<file path="config.mk">
export PLATFORM = sky130hd
export DESIGN_NAME = truth_table_sweeper_flat
export DESIGN_NICKNAME = d
export VERILOG_FILES = /design/src/rtl/tt_sweep_pkg.sv /design/src/rtl/truth_table_sweeper_if.sv /design/src/rtl/settle_timer.sv /design/src/rtl/truth_table_sweeper.sv /design/src/flat_wrapper.sv
export SDC_FILE = /design/constraint.sdc
export NUM_CORES = 1
export LEC_CHECK = 0
export BUFFER_PORTS_ARGS = -buffer_cell sky130_fd_sc_hd__buf_2
export CAP_MARGIN = 20
export CORE_MARGIN = 3
export CORE_UTILIZATION = 30
export DETAILED_ROUTE_END_ITERATION = 12
export PLACE_DENSITY = 0.54
export SYNTH_ARGS = -nofsm -noshare
export SYNTH_HDL_FRONTEND = slang
export SYNTH_HIERARCHICAL = 1
export SYNTH_SLANG_ARGS = --single-unit
</file>
<file path="constraint.sdc">
create_clock -name clk -period 4.2 [get_ports clk]
set_clock_uncertainty 0.2 [all_clocks]
set_input_delay 0.63 -clock clk [delete_from_list [all_inputs] [get_ports clk]]
set_output_delay 0.63 -clock clk [all_outputs]
set_load 0.005 [all_outputs]
</file>
<file path="src/rtl/tt_sweep_pkg.sv">
// Shared definitions for the truth-table sweeper.
//   state_t     : sweeper FSM states
//   TT_B_XNOR_D : default expected truth table, F = (B&D)|(~B&~D) for 4 inputs
//   n_vec()     : number of input vectors for an n-input function (2**n)
package tt_sweep_pkg;

   typedef enum logic [1:0] {
      StIdle,
      StWait,
      StCheck,
      StDone
   } state_t;

   localparam logic [15:0] TT_B_XNOR_D = 16'hA5A5;

   function automatic int unsigned n_vec(input int unsigned n_in);
      return 32'd1 << n_in;
   endfunction

endpackage

</file>
<file path="src/rtl/truth_table_sweeper_if.sv">
// Signal bundle between the sweeper and its environment.
//   start, stop_on_fail : sweep control into the sweeper
//   vec_out, dut_f      : vector to the function under check and its returned output
//   busy, done, pass    : sweep status
//   err_cnt, first_fail, first_fail_vld : sweep results
// master = sweeper side, slave = environment side.
interface truth_table_sweeper_if #(
   parameter int unsigned N_IN = 4
) ();

   logic            start;
   logic            stop_on_fail;
   logic [N_IN-1:0] vec_out;
   logic            dut_f;
   logic            busy;
   logic            done;
   logic            pass;
   logic [N_IN:0]   err_cnt;
   logic [N_IN-1:0] first_fail;
   logic            first_fail_vld;

   modport master (
      input  start, stop_on_fail, dut_f,
      output vec_out, busy, done, pass, err_cnt, first_fail, first_fail_vld
   );

   modport slave (
      output start, stop_on_fail, dut_f,
      input  vec_out, busy, done, pass, err_cnt, first_fail, first_fail_vld
   );

endinterface

</file>
<file path="src/rtl/settle_timer.sv">
// Settle-time counter for the sweeper.
//   clk, rst : clock and synchronous active-high reset
//   clear    : hold the count at zero (asserted whenever the sweeper is not waiting)
//   expired  : count has reached SETTLE-1; the vector has been stable for SETTLE cycles
module settle_timer #(
   parameter int unsigned SETTLE = 1
) (
   input  logic clk,
   input  logic rst,
   input  logic clear,
   output logic expired
);

   localparam int unsigned CW = (SETTLE > 1) ? $clog2(SETTLE) : 1;
   localparam logic [CW-1:0] LAST = CW'(SETTLE - 1);

   logic [CW-1:0] cnt_q;

   // Saturates at LAST so the count can never wrap if clear is late.
   always_ff @(posedge clk) begin
      if (rst || clear) begin
         cnt_q <= '0;
      end else if (!expired) begin
         cnt_q <= cnt_q + 1'b1;
      end
   end

   assign expired = (cnt_q == LAST);

endmodule

</file>
<file path="src/rtl/truth_table_sweeper.sv">
// Exhaustive checker for an N_IN-input, single-output Boolean function.
// Drives every vector 0..2**N_IN-1 on vec_out, waits SETTLE cycles, then compares dut_f
// against bit vec_out of EXP_TT. Each vector costs SETTLE+1 cycles.
//   clk, rst : clock and synchronous active-high reset (overrides a running sweep)
//   bus      : master side of truth_table_sweeper_if
//              start (pulse, accepted in idle/done), stop_on_fail (latched on start),
//              vec_out, dut_f, busy, done, pass, err_cnt, first_fail, first_fail_vld
module truth_table_sweeper
   import tt_sweep_pkg::*;
#(
   parameter int unsigned N_IN   = 4,
   parameter              EXP_TT = TT_B_XNOR_D,
   parameter int unsigned SETTLE = 1
) (
   input logic                   clk,
   input logic                   rst,
   truth_table_sweeper_if.master bus
);

   localparam int unsigned N_VEC = n_vec(N_IN);
   localparam logic [N_IN-1:0] LAST_VEC = {N_IN{1'b1}};

   if (N_IN < 1 || N_IN > 8) begin : g_bad_n_in
      $error("truth_table_sweeper: N_IN must be in 1..8");
   end
   if ($bits(EXP_TT) != N_VEC) begin : g_bad_tt
      $error("truth_table_sweeper: EXP_TT width must be 2**N_IN");
   end
   if (SETTLE < 1) begin : g_bad_settle
      $error("truth_table_sweeper: SETTLE must be at least 1");
   end

   state_t          state_q, state_d;
   logic [N_IN-1:0] vec_q, vec_d;
   logic [N_IN:0]   err_q, err_d;
   logic [N_IN-1:0] ff_q, ff_d;
   logic            ffv_q, ffv_d;
   logic            busy_q, busy_d;
   logic            done_q, done_d;
   logic            pass_q, pass_d;
   logic            sof_q, sof_d;
   logic            settle_done;
   logic            mismatch;

   // Counter only runs in WAIT, so it restarts from zero for every vector.
   settle_timer #(
      .SETTLE (SETTLE)
   ) u_timer (
      .clk     (clk),
      .rst     (rst),
      .clear   (state_q != StWait),
      .expired (settle_done)
   );

   always_ff @(posedge clk) begin
      if (rst) begin
         state_q <= StIdle;
         vec_q   <= '0;
         err_q   <= '0;
         ff_q    <= '0;
         ffv_q   <= 1'b0;
         busy_q  <= 1'b0;
         done_q  <= 1'b0;
         pass_q  <= 1'b0;
         sof_q   <= 1'b0;
      end else begin
         state_q <= state_d;
         vec_q   <= vec_d;
         err_q   <= err_d;
         ff_q    <= ff_d;
         ffv_q   <= ffv_d;
         busy_q  <= busy_d;
         done_q  <= done_d;
         pass_q  <= pass_d;
         sof_q   <= sof_d;
      end
   end

   always_comb begin
      state_d  = state_q;
      vec_d    = vec_q;
      err_d    = err_q;
      ff_d     = ff_q;
      ffv_d    = ffv_q;
      busy_d   = busy_q;
      done_d   = done_q;
      pass_d   = pass_q;
      sof_d    = sof_q;
      mismatch = (bus.dut_f != EXP_TT[vec_q]);

      unique case (state_q)
         StIdle, StDone: begin
            if (bus.start) begin
               state_d = StWait;
               vec_d   = '0;
               err_d   = '0;
               ff_d    = '0;
               ffv_d   = 1'b0;
               busy_d  = 1'b1;
               done_d  = 1'b0;
               pass_d  = 1'b0;
               sof_d   = bus.stop_on_fail;
            end
         end
         StWait: begin
            if (settle_done) begin
               state_d = StCheck;
            end
         end
         StCheck: begin
            if (mismatch) begin
               err_d = err_q + 1'b1;
               if (!ffv_q) begin
                  ff_d  = vec_q;
                  ffv_d = 1'b1;
               end
            end
            if (vec_q == LAST_VEC || (mismatch && sof_q)) begin
               state_d = StDone;
               busy_d  = 1'b0;
               done_d  = 1'b1;
               // An early halt never reaches LAST_VEC without a mismatch, so pass stays 0.
               pass_d  = (vec_q == LAST_VEC) && !mismatch && (err_q == '0);
            end else begin
               vec_d   = vec_q + 1'b1;
               state_d = StWait;
            end
         end
         default: state_d = StIdle;
      endcase
   end

   assign bus.vec_out        = vec_q;
   assign bus.busy           = busy_q;
   assign bus.done           = done_q;
   assign bus.pass           = pass_q;
   assign bus.err_cnt        = err_q;
   assign bus.first_fail     = ff_q;
   assign bus.first_fail_vld = ffv_q;

endmodule
</file>
<file path="src/flat_wrapper.sv">
// flat-port wrapper written by rule: the top's interface ports become plain ports
module truth_table_sweeper_flat import tt_sweep_pkg::*;
#(
   parameter int unsigned N_IN   = 4,
   parameter              EXP_TT = TT_B_XNOR_D,
   parameter int unsigned SETTLE = 1
)
  (clk, rst, bus_start, bus_stop_on_fail, bus_dut_f, bus_vec_out, bus_busy, bus_done, bus_pass, bus_err_cnt, bus_first_fail, bus_first_fail_vld);
  truth_table_sweeper_if #(.N_IN(N_IN)) bus_i ();
  input logic clk;
  input logic rst;
  input wire logic [$bits(bus_i.start)-1:0] bus_start;
  input wire logic [$bits(bus_i.stop_on_fail)-1:0] bus_stop_on_fail;
  input wire logic [$bits(bus_i.dut_f)-1:0] bus_dut_f;
  output wire logic [$bits(bus_i.vec_out)-1:0] bus_vec_out;
  output wire logic [$bits(bus_i.busy)-1:0] bus_busy;
  output wire logic [$bits(bus_i.done)-1:0] bus_done;
  output wire logic [$bits(bus_i.pass)-1:0] bus_pass;
  output wire logic [$bits(bus_i.err_cnt)-1:0] bus_err_cnt;
  output wire logic [$bits(bus_i.first_fail)-1:0] bus_first_fail;
  output wire logic [$bits(bus_i.first_fail_vld)-1:0] bus_first_fail_vld;
  assign bus_i.start = bus_start;
  assign bus_i.stop_on_fail = bus_stop_on_fail;
  assign bus_i.dut_f = bus_dut_f;
  assign bus_vec_out = bus_i.vec_out;
  assign bus_busy = bus_i.busy;
  assign bus_done = bus_i.done;
  assign bus_pass = bus_i.pass;
  assign bus_err_cnt = bus_i.err_cnt;
  assign bus_first_fail = bus_i.first_fail;
  assign bus_first_fail_vld = bus_i.first_fail_vld;
  truth_table_sweeper #(.N_IN(N_IN), .EXP_TT(EXP_TT), .SETTLE(SETTLE)) u_core (.clk(clk), .rst(rst), .bus(bus_i));
endmodule
</file>
; ---- After elaboration in Yosys (flattened, before gate mapping)
; Memories as Yosys holds them, arrays and structs flattened. A register that Yosys moved wholly into a read port is not among the register bits.
; Index checks and enable logic that the tools add are counted.
[totals]
reg_bits = 21
latchBits = 0
mem_bits_rw = 0
romBits = 16
input_bits = 5
output_inout_bits = 17
word_cells = 71
memories = 1
[classes]
add_sub_neg = 3
multipliers = 0
div = 0
magnitude_cmp = 1
eq_ne = 12
shift = 0
muxes = 26
bitwise_logic = 1
reduce_logical = 17
[mem_list]
columns = memory, words, word_bits, rd, rd_ports_with_merged_regs, wr, line
row1 = (no name shown), 16, 1, 1, 1, 0, truth_table_sweeper.sv:89  ; mismatch = (bus.dut_f != EXP_TT[vec_q]);
[ops]
columns = operator, count
row1 = 4-bit two-way mux, 6
row2 = 4-bit one-hot mux with 2 select lines, 2
row3 = 5-bit two-way mux, 2
row4 = 5-bit one-hot mux with 2 select lines, 1
row5 = 3-bit AND reduction, 3
row6 = "2-bit inequality test, second input constant", 4
row7 = 1-bit one-hot mux with 2 select lines, 4
row8 = 1-bit two-way mux, 7
row9 = 2-bit two-way mux, 3
row10 = "2-bit by 1-bit inequality test with 1-bit output, second input constant", 3
row11 = 2-bit one-hot mux with 3 select lines, 1
row12 = "5-bit by 1-bit adder with 5-bit output, second input constant", 1
row13 = 5-bit logical NOT, 1
row14 = "4-bit by 5-bit < comparator with 1-bit output, second input constant", 1
row15 = "4-bit by 1-bit adder with 4-bit output, second input constant", 1
row16 = "2-bit equality test, second input constant", 2
row17 = "4-bit equality test, second input constant", 1
row18 = 2-bit AND reduction, 2
row19 = 4-bit AND reduction, 1
row20 = 2-bit OR reduction, 2
row21 = 1-bit logical AND, 3
row22 = "2-bit by 1-bit equality test with 1-bit output, second input constant", 1
row23 = 2-bit logical NOT, 1
row24 = 1-bit logical OR, 2
row25 = other kinds (5), 5

; ---- Depth between registers and ports, before layout
; Gate-level depths: netlist of run 1.
[depth]
depth_word = 9
mapped_depth = 9
ltp_nobuf = 7

; ---- By module
; The synthesis of run 1 kept the hierarchy.
[modules_own_cells]
columns = module, n_inst, cells_per_inst, area_per_inst_um2, seq_area_each_um2
row1 = truth_table_sweeper, 1, 132, 1093.5, 420.4
row2 = settle_timer, 1, 3, 27.5, 20.0

; ---- Least setup slack after synthesis of run 1
; No wires, ideal clock.
[synth_timing]
path_kind = register -> register
start = register u_core.state_q[0]
end = register u_core.ff_q[3], in the netlist u_core/bus.first_fail[3]
setup_time_ps = 128
t_arrival_ps = 1807
t_required_ps = 3872
slack_ps = 2066
path_stages_with_launch = 10
path_buffers = 2
period_less_slack_ps = 2134
cell_sequence = dfxtp_1 inv_1 ha_1 buf_2 mux2i_1 a21o_1 buf_2 o21ai_0 a22oi_1 nor2_1
[synth_via]
elab_chain_len = 4
elab_cells_between_ends = 10
cone_classes = 5 x eq/ne / 1 x mux / 4 x reduce/logical
[synth_rtl]
columns = element, line
row1 = "start, declared", truth_table_sweeper.sv:33  ; state_t state_q, state_d;
row2 = "start signal, assigned", truth_table_sweeper.sv:57  ; state_q <= StIdle;
row3 = "start signal, assigned", truth_table_sweeper.sv:67  ; state_q <= state_d;
row4 = 2-bit equality test or 2-bit logical NOT (tied branches), truth_table_sweeper.sv:91  ; unique case (state_q)
row5 = 2-bit OR reduction, truth_table_sweeper.sv:91
row6 = 2-bit inequality test (no source line) or 2-bit nonzero test (tied branches), n/a
row7 = 4-bit AND reduction (no source line), n/a
row8 = "end signal, assigned", truth_table_sweeper.sv:60  ; ff_q <= '0;
row9 = "end signal, assigned", truth_table_sweeper.sv:70  ; ff_q <= ff_d;
row10 = "end, declared", truth_table_sweeper.sv:36  ; logic [N_IN-1:0] ff_q, ff_d;
; Parallel ways exist; a longest one is shown, timed or not.
; A chain may end at the register's enable or synchronous reset.

; ---- Worst setup path after layout of run 1
[layout_timing]
start = register u_core.state_q[0]
end = register u_core.ff_q[1], in the netlist u_core/bus.first_fail[1]
; Same word-level chain as after synthesis.

==> results of run 1 <==
==> through the flow <==
step	instance area [µm²]	utilization [%]
CTS	1310	37.8
finish	1310	37.8
global placement	1260	36.3
global route	1310	37.8
floorplan	1120	-
detailed placement	1260	36.3
==> cells in the mapped netlist, types with 2 or more instances <==
master,n,share of area [%]
nand2b_1,2,1.1
a21o_1,4,2.7
clkbuf_1,3,1.0
ha_1,6,6.7
a21oi_1,17,7.6
nor3_1,4,1.8
buf_2,3,1.3
nand2_1,13,4.4
o21ai_1,2,0.89
mux2i_1,2,1.8
nand3_1,5,2.2
a31oi_1,2,1.1
nor2_1,12,4.0
nand4_1,2,1.1
xnor2_1,2,1.6
nor3b_1,2,1.3
nor2b_1,2,1.1
o21ai_0,3,1.3
a22oi_1,4,2.7
nand3b_1,2,1.3
inv_1,7,2.3
dfxtp_1,22,39
==> per-layer routing <==
metal	GRT usage (%)	vias to the layer above
met3	4.33	2
li1	-	506
met4	2.28	0
met1	13.9	453
met5	0	-
met2	20.6	22
==> final cells by class <==
class,instances,area share [%]
sequential,22,33.6
tap,46,4.39
clock buffer,4,4.19
multi-input combinational,100,47.9
inverter,7,2.00
timing repair buffer,21,8.01
==> sequential cells by signal, indices dropped and copies added, names as in the netlist, named ones only <==
register,flops
u_core/bus.first_fail_vld,1
u_core/bus.done,1
u_core/sof_q,1
u_core/bus.busy,1
u_core/u_timer/cnt_q,1
u_core/bus.vec_out,4
u_core/bus.err_cnt,5
u_core/bus.pass,1
u_core/state_q,2
u_core/bus.first_fail,4
==> path summary, 6_finish.rpt <==
kind                      from                       end  cells past startpoint
min reg2reg  u_core/state_q[1]         u_core/state_q[1]                      2
max reg2reg  u_core/state_q[0]  u_core/bus.first_fail[1]                      7
max          u_core/state_q[0]  u_core/bus.first_fail[1]                      7
min          u_core/state_q[1]         u_core/state_q[1]                      2
==> cells by family after synthesis <==
group,Yosys count
flip-flops,22
XOR/XNOR,3
multiplexers,3
AND/OR/NAND/NOR,52
adder cells (fa/ha/maj),6
AO/OA/AOI/OAI,35
other,1
buffers and inverters,13
==> power groups by stage <==
stage	clock (W)	sequential [W]	combinational, W
after floorplan	0	0.000223	0.0000477
after global placement	0	0.000223	0.0000599
after detailed placement	0	0.000224	0.0000604
after CTS	0.000161	0.000219	0.0000610
after global routing	0.000168	0.000220	0.0000686
final	0.000152	0.000219	0.0000604
==> worst max-delay path, cell delays in order, from the launching register on <==
cell and delay, ns:
dfxtp_1 0.34, inv_1 0.06, ha_1 0.57, mux2i_1 0.38
a21o_1 0.37, a21o_1 0.22, a22oi_1 0.19, nor2_1 0.07
==> reports/results.tsv, run 1 <==
metric	value	unit
synth-seq-area-share	39.3	%
fin_crit	2.52	ns
antenna_found_initial	0	
seq_power_share	50.7	%
tns	0	ns
end_kind	flip-flop	
synth_compound_area_share	19.3	%
min_path_type	flip-flop to flip-flop	
start_util	32.3	%
die_area	4510	µm²
top_layer_used	met4	
first_iter_violations	72	
instances_no_fill	200	
dp_cells	196	
final-hold-violation-count	0	
synth-edff-count	0	
wl_met3	134	µm
cts-root-buf	clkbuf_8	
grt_usage	11.8	%
switching_share	25.7	%
pre_cts_ws	1.70	ns
die_h	67.1	µm
critPathMaxFanout	21	
worst_pin_slew	0.617	ns
combPwrFrac	14.0	%
switchingPower	0.000111	W
setup_violations	0	
regArea	440	µm²
coreArea	3470	µm²
power.internal	0.000321	W
row_count	21	
synthDistinctLibCells	36	
cts_buffers	3	
rsz0062_at_grt	false	
grt_max_degree	22	
cts.sinks	22	
synth_nets	146	
wl_per_cell	11.8	µm
wl_met1	1070	µm
synth-warning-count	6	
n_fill_cell	388	
synthArstFlopShare	0	%
slew_headroom	57.7	%
die_w	67.1	µm
syn_inst	135	
syn_area	1120	µm²
synth_xor_area_share	3.01	%
clk_pin_slew	0.08	ns
pwr-share-clk	35.3	%
yosys.area_share.simple	23.9	%
synth_fa_ha_area_share	6.70	%
reg2reg_slack	1.68	ns
area_delta_synth_final	17.1	%
vdd_drop_max	0.197	mV
post_cts_buffers	0	
worst-endpoint-required	4.14	ns
drc_errors	0	
p_leak	0.554	nW
nNetsFinal	166	
dr_wl_met2	1160	µm
slew_viol_final	0	
path_class	flip-flop to flip-flop	
multiInputGateArea	628	µm²
most-common-layout-cells	dfxtp_1, buf_2, a21oi_1	
htreeDepth	1	
power.density	329	nW/µm²
cts_tree	built	
cp.arrival	2.46	ns
dr.pass1.iters	4	
routed_wl	2370	µm
timing.fmax	0.396	GHz
clk_latency	0.26	ns
avgSynthCellArea	8.30	µm²
vias	983	
outcome	completed	
viasPerCell	4.92	
grt_pass1_wl	4100	µm
n_antenna_cell	0	
ys_ff_latch	22	
synth_flop_cell	dfxtp_1	
holdWs	0.298	ns
setup_ws	1.68	ns
final_common_cell	dfxtp_1	
port_buffers	21	
hpwlAfterDp	1690	µm
synth_mux_area_share	2.79	%
cts_resized	0	
total_power	0.000432	W
drive_gt1_share	20.1	%
io_pins	22	
worstSetupStartpointType	flip-flop	
maxCapViolCount	0	
grt_pass1_vias	911	
synth_top_family_by_area	simple AND/OR/NAND/NOR gates	
ctsHoldBuffers	0	
routabilityCongestion	0.833	
clockBufferDepth	2	
post-route-period-util	60.1	%
grt_remaining_overflow	0	
antenna_left	0	
Power figures use the tool's default switching activity.
==> inputs of run 2 (changes only) <==
clock period = 2.35 ns   (was 4.2 ns; I/O delays follow)
==> reports/results.tsv, run 2 (synthesis results as in run 1) <==
metric	value	unit
dr_wl_met2	1150	µm
fin_crit	2.15	ns
final_common_cell	dfxtp_1	
drive_gt1_share	21.2	%
clk_pin_slew	0.08	ns
power.internal	0.000577	W
coreArea	3470	µm²
io_pins	22	
timing.fmax	0.466	GHz
most-common-layout-cells	dfxtp_1, buf_2, a21oi_1	
vdd_drop_max	0.350	mV
nNetsFinal	168	
pre_cts_ws	0.233	ns
die_h	67.1	µm
ctsHoldBuffers	0	
dr.pass1.iters	4	
grt_pass1_vias	955	
maxCapViolCount	0	
pwr-share-clk	35.0	%
start_util	32.3	%
grt_remaining_overflow	0	
htreeDepth	1	
combPwrFrac	14.8	%
reg2reg_slack	0.20	ns
grt_pass1_wl	4270	µm
hpwlAfterDp	1730	µm
wl_met1	1140	µm
clockBufferDepth	2	
post-route-period-util	91.3	%
tns	0	ns
grt_max_degree	21	
routed_wl	2460	µm
seq_power_share	50.3	%
grt_usage	12.4	%
power.density	586	nW/µm²
cts_buffers	3	
antenna_found_initial	0	
worst-endpoint-required	2.30	ns
first_iter_violations	72	
post_cts_buffers	0	
outcome	completed	
path_class	flip-flop to flip-flop	
final-hold-violation-count	0	
n_antenna_cell	0	
cts-root-buf	clkbuf_8	
wl_per_cell	12.2	µm
wl_met3	156	µm
slew_viol_final	0	
top_layer_used	met4	
die_w	67.1	µm
antenna_left	0	
cts_tree	built	
drc_errors	0	
end_kind	flip-flop	
largest_reg_flops	5	
clk_latency	0.26	ns
vias	1000	
die_area	4510	µm²
area_delta_synth_final	18.4	%
cp.arrival	2.09	ns
routabilityCongestion	0.784	
setup_violations	0	
finish.utilization	38.3	%
cts_resized	0	
critPathMaxFanout	11	
row_count	21	
port_buffers	21	
p_leak	0.564	nW
min_path_type	input port to flip-flop	
worstSetupStartpointType	flip-flop	
rsz0062_at_grt	false	
total_power	0.000778	W
viasPerCell	4.95	
switching_share	25.9	%
switchingPower	0.000201	W
cts.sinks	22	
setup_ws	0.204	ns
==> run 2: changes by cell type in the layout (fill, tap and decap cells not counted) <==
cell	delta
buf_4	+2
==> run 2: stage by stage <==
stage          area [µm²]  hold slack (ns)  std cells
2_1_floorplan        1120            0.257        135
3_3_place_gp         1270            0.285        198
3_5_place_dp         1270            0.289        198
4_1_cts              1330            0.139        202
5_1_grt              1330            0.179        202
6_report             1330            0.145        202
==> run 2: worst max-delay path, cell delays in order, from the launching register on <==
cell and delay, ns:
dfxtp_1 0.38, inv_1 0.06, ha_1 0.41, mux2i_1 0.26, a21o_1 0.34, o21ai_0 0.16
a22oi_1 0.16, nor2_1 0.06
==> run 2: layer usage <==
| layer | global-route usage [%] | vias up |
|---|---|---|
| met1 | 15.6 | 456 |
| met5 | 0 | - |
| met3 | 3.99 | 2 |
| li1 | - | 512 |
| met2 | 20.4 | 30 |
| met4 | 3.04 | 0 |
==> run 2: worst paths after layout <==
| check | startpoint | endpoint | cells after the start |
|---|---|---|---|
| max | u_core/state_q[0] | u_core/bus.first_fail[3] | 7 |
| min | bus_stop_on_fail | u_core/sof_q | 3 |
| max reg2reg | u_core/state_q[0] | u_core/bus.first_fail[3] | 7 |
| min reg2reg | u_core/state_q[1] | u_core/state_q[1] | 2 |
==> run 2: area by class of cell <==
type	count	area, µm²
Multi-Input combinational cell	100	628
Tap cell	46	57.6
Timing Repair Buffer	23	120
Sequential cell	22	440
Clock buffer	4	55.1
Inverter	7	26.3
Fill cell	377	2140
==> run 2: power by group through the flow <==
stage | registers, W | clock network, W | logic (W)
after global placement | 0.000400 | 0 | 0.000112
after floorplan | 0.000399 | 0 | 0.0000853
after detailed placement | 0.000400 | 0 | 0.000113
after global routing | 0.000394 | 0.000303 | 0.000130
final | 0.000391 | 0.000272 | 0.000115
after CTS | 0.000391 | 0.000285 | 0.000115
==> inputs of run 3 (changes only) <==
SETUP_SLACK_MARGIN = 0.4   (was unset)
==> reports/results.tsv, run 3 (synthesis results as in run 1) <==
metric	value	unit
grt_max_degree	21	
slew_viol_final	0	
crit_chain	ha_4 -> and3_4 -> a21oi_4 -> nand4_1 -> or4b_1 -> a31oi_1	
min_from	bus_stop_on_fail	
post-route-period-util	79.6	%
viasPerCell	4.94	
crit_slowest_cell	or4b_1	
critPathMaxStageDelay	0.52	ns
wl_per_cell	12.6	µm
r2r_cells	6	
outcome	completed	
final-hold-violation-count	0	
clockBufferDepth	2	
start_util	32.3	%
hpwlAfterDp	1800	µm
clk_pin_slew	0.08	ns
tns	0	ns
grt_pass1_vias	944	
area_delta_synth_final	32.4	%
timing.fmax	0.535	GHz
most-common-layout-cells	buf_2, dfxtp_1, a21oi_1	
routed_wl	2680	µm
worst-path-buf-inv	0	
vdd_drop_max	0.302	mV
nNetsFinal	178	
io_pins	22	
r2r_start	u_core/bus.vec_out[1]	
antenna_found_initial	0	
cts.sinks	22	
htreeDepth	1	
final_common_cell	buf_2	
cts_tree	built	
cts-root-buf	clkbuf_8	
pre_cts_ws	0.145	ns
min_path_type	input port to flip-flop	
grt_remaining_overflow	0	
coreArea	3470	µm²
drive_gt1_share	33.7	%
n_antenna_cell	0	
switching_share	26.3	%
setup_ws	0.479	ns
die_h	67.1	µm
path_class	flip-flop to flip-flop	
first_iter_violations	85	
worst-endpoint-required	2.34	ns
vias	1047	
grt_pass1_wl	4590	µm
crit_start	u_core/bus.vec_out[1]	
worstSetupStartpointType	flip-flop	
grt_usage	13.0	%
die_w	67.1	µm
crit_family	simple AND/OR/NAND/NOR gates	
row_count	21	
cp.arrival	1.86	ns
combPwrFrac	19.6	%
holdWs	0.146	ns
seq_power_share	47.3	%
rsz0062_at_grt	true	
routabilityCongestion	0.803	
p_leak	0.609	nW
fin_crit	1.87	ns
cts_buffers	3	
end_kind	flip-flop	
setup_violations	0	
largest_reg_flops	5	
cp.depth	6	
port_buffers	21	
dr.pass1.iters	4	
drc_errors	0	
critPathMaxFanout	4	
power.internal	0.000607	W
n_fill_cell	348	
switchingPower	0.000217	W
power.density	555	nW/µm²
holdPathStages	3	
pwr-share-clk	33.1	%
die_area	4510	µm²
maxCapViolCount	0	
clk_latency	0.26	ns
ctsHoldBuffers	0	
antenna_left	0	
## run 3: cell types whose count changed in the layout (fill, tap and decap cells not counted), sizes merged
cell  change
buf       +9
a21o      +1
## run 3: per-layer routing
layer  track usage, %  vias to the layer above  routed length (µm)
met5                0                        -                   0
met4             2.03                        0                   0
met3             3.49                        0                 125
met2             20.2                       23                1220
met1             18.4                      493                1330
li1                 -                      531                   -
## run 3: layout make-up
cell class / instances / area [µm²] / share of cell area, %
multi-input combinational: 101 / 711 / 47.9
sequential: 22 / 447 / 30.1
timing repair buffer: 32 / 188 / 12.6
tap: 46 / 57.6 / 3.88
clock buffer: 4 / 55.1 / 3.71
inverter: 7 / 26.3 / 1.77
## run 3: timing repair
item,CTS,global route
endpoints found under the setup margin,13,9
resized for setup,6,8
pin swaps,0,5
cloned,0,1
buffers inserted,1,7
## run 3: metrics by stage
step | area (µm²) | total power, W | util (%) | cells
final | 1480 | 0.000824 | 42.8 | 212
after global routing | 1480 | 0.000868 | 42.8 | 212
after CTS | 1390 | 0.000811 | 40.1 | 204
after detailed placement | 1300 | 0.000519 | 37.5 | 199
after global placement | 1300 | 0.000517 | 37.5 | 199
after floorplan | 1150 | 0.000500 | - | 135
## run 3: path summary, 6_finish.rpt
| path | end | slack, ns |
|---|---|---|
| setup / recovery | u_core/bus.vec_out[3] | 0.48 |
| hold / removal | u_core/sof_q | 0.15 |
| setup reg to reg | u_core/bus.vec_out[3] | 0.48 |
| hold reg to reg | u_core/bus.pass | 0.30 |
## run 3: power groups by stage
stage	registers (W)	logic (W)	clock network (W)
5_1_grt	0.000391	0.000176	0.000301
3_3_place_gp	0.000400	0.000117	0
6_report	0.000389	0.000162	0.000273
2_1_floorplan	0.000399	0.000100	0
4_1_cts	0.000392	0.000132	0.000287
3_5_place_dp	0.000401	0.000118	0
## run 3: tightest hold or removal path, delay by kind of cell
kind	cells	cell delay [ns]
and+or+nand+nor	1	0.06
buffers and inverters	1	0.10
AOI/OAI and AO/OA	1	0.06
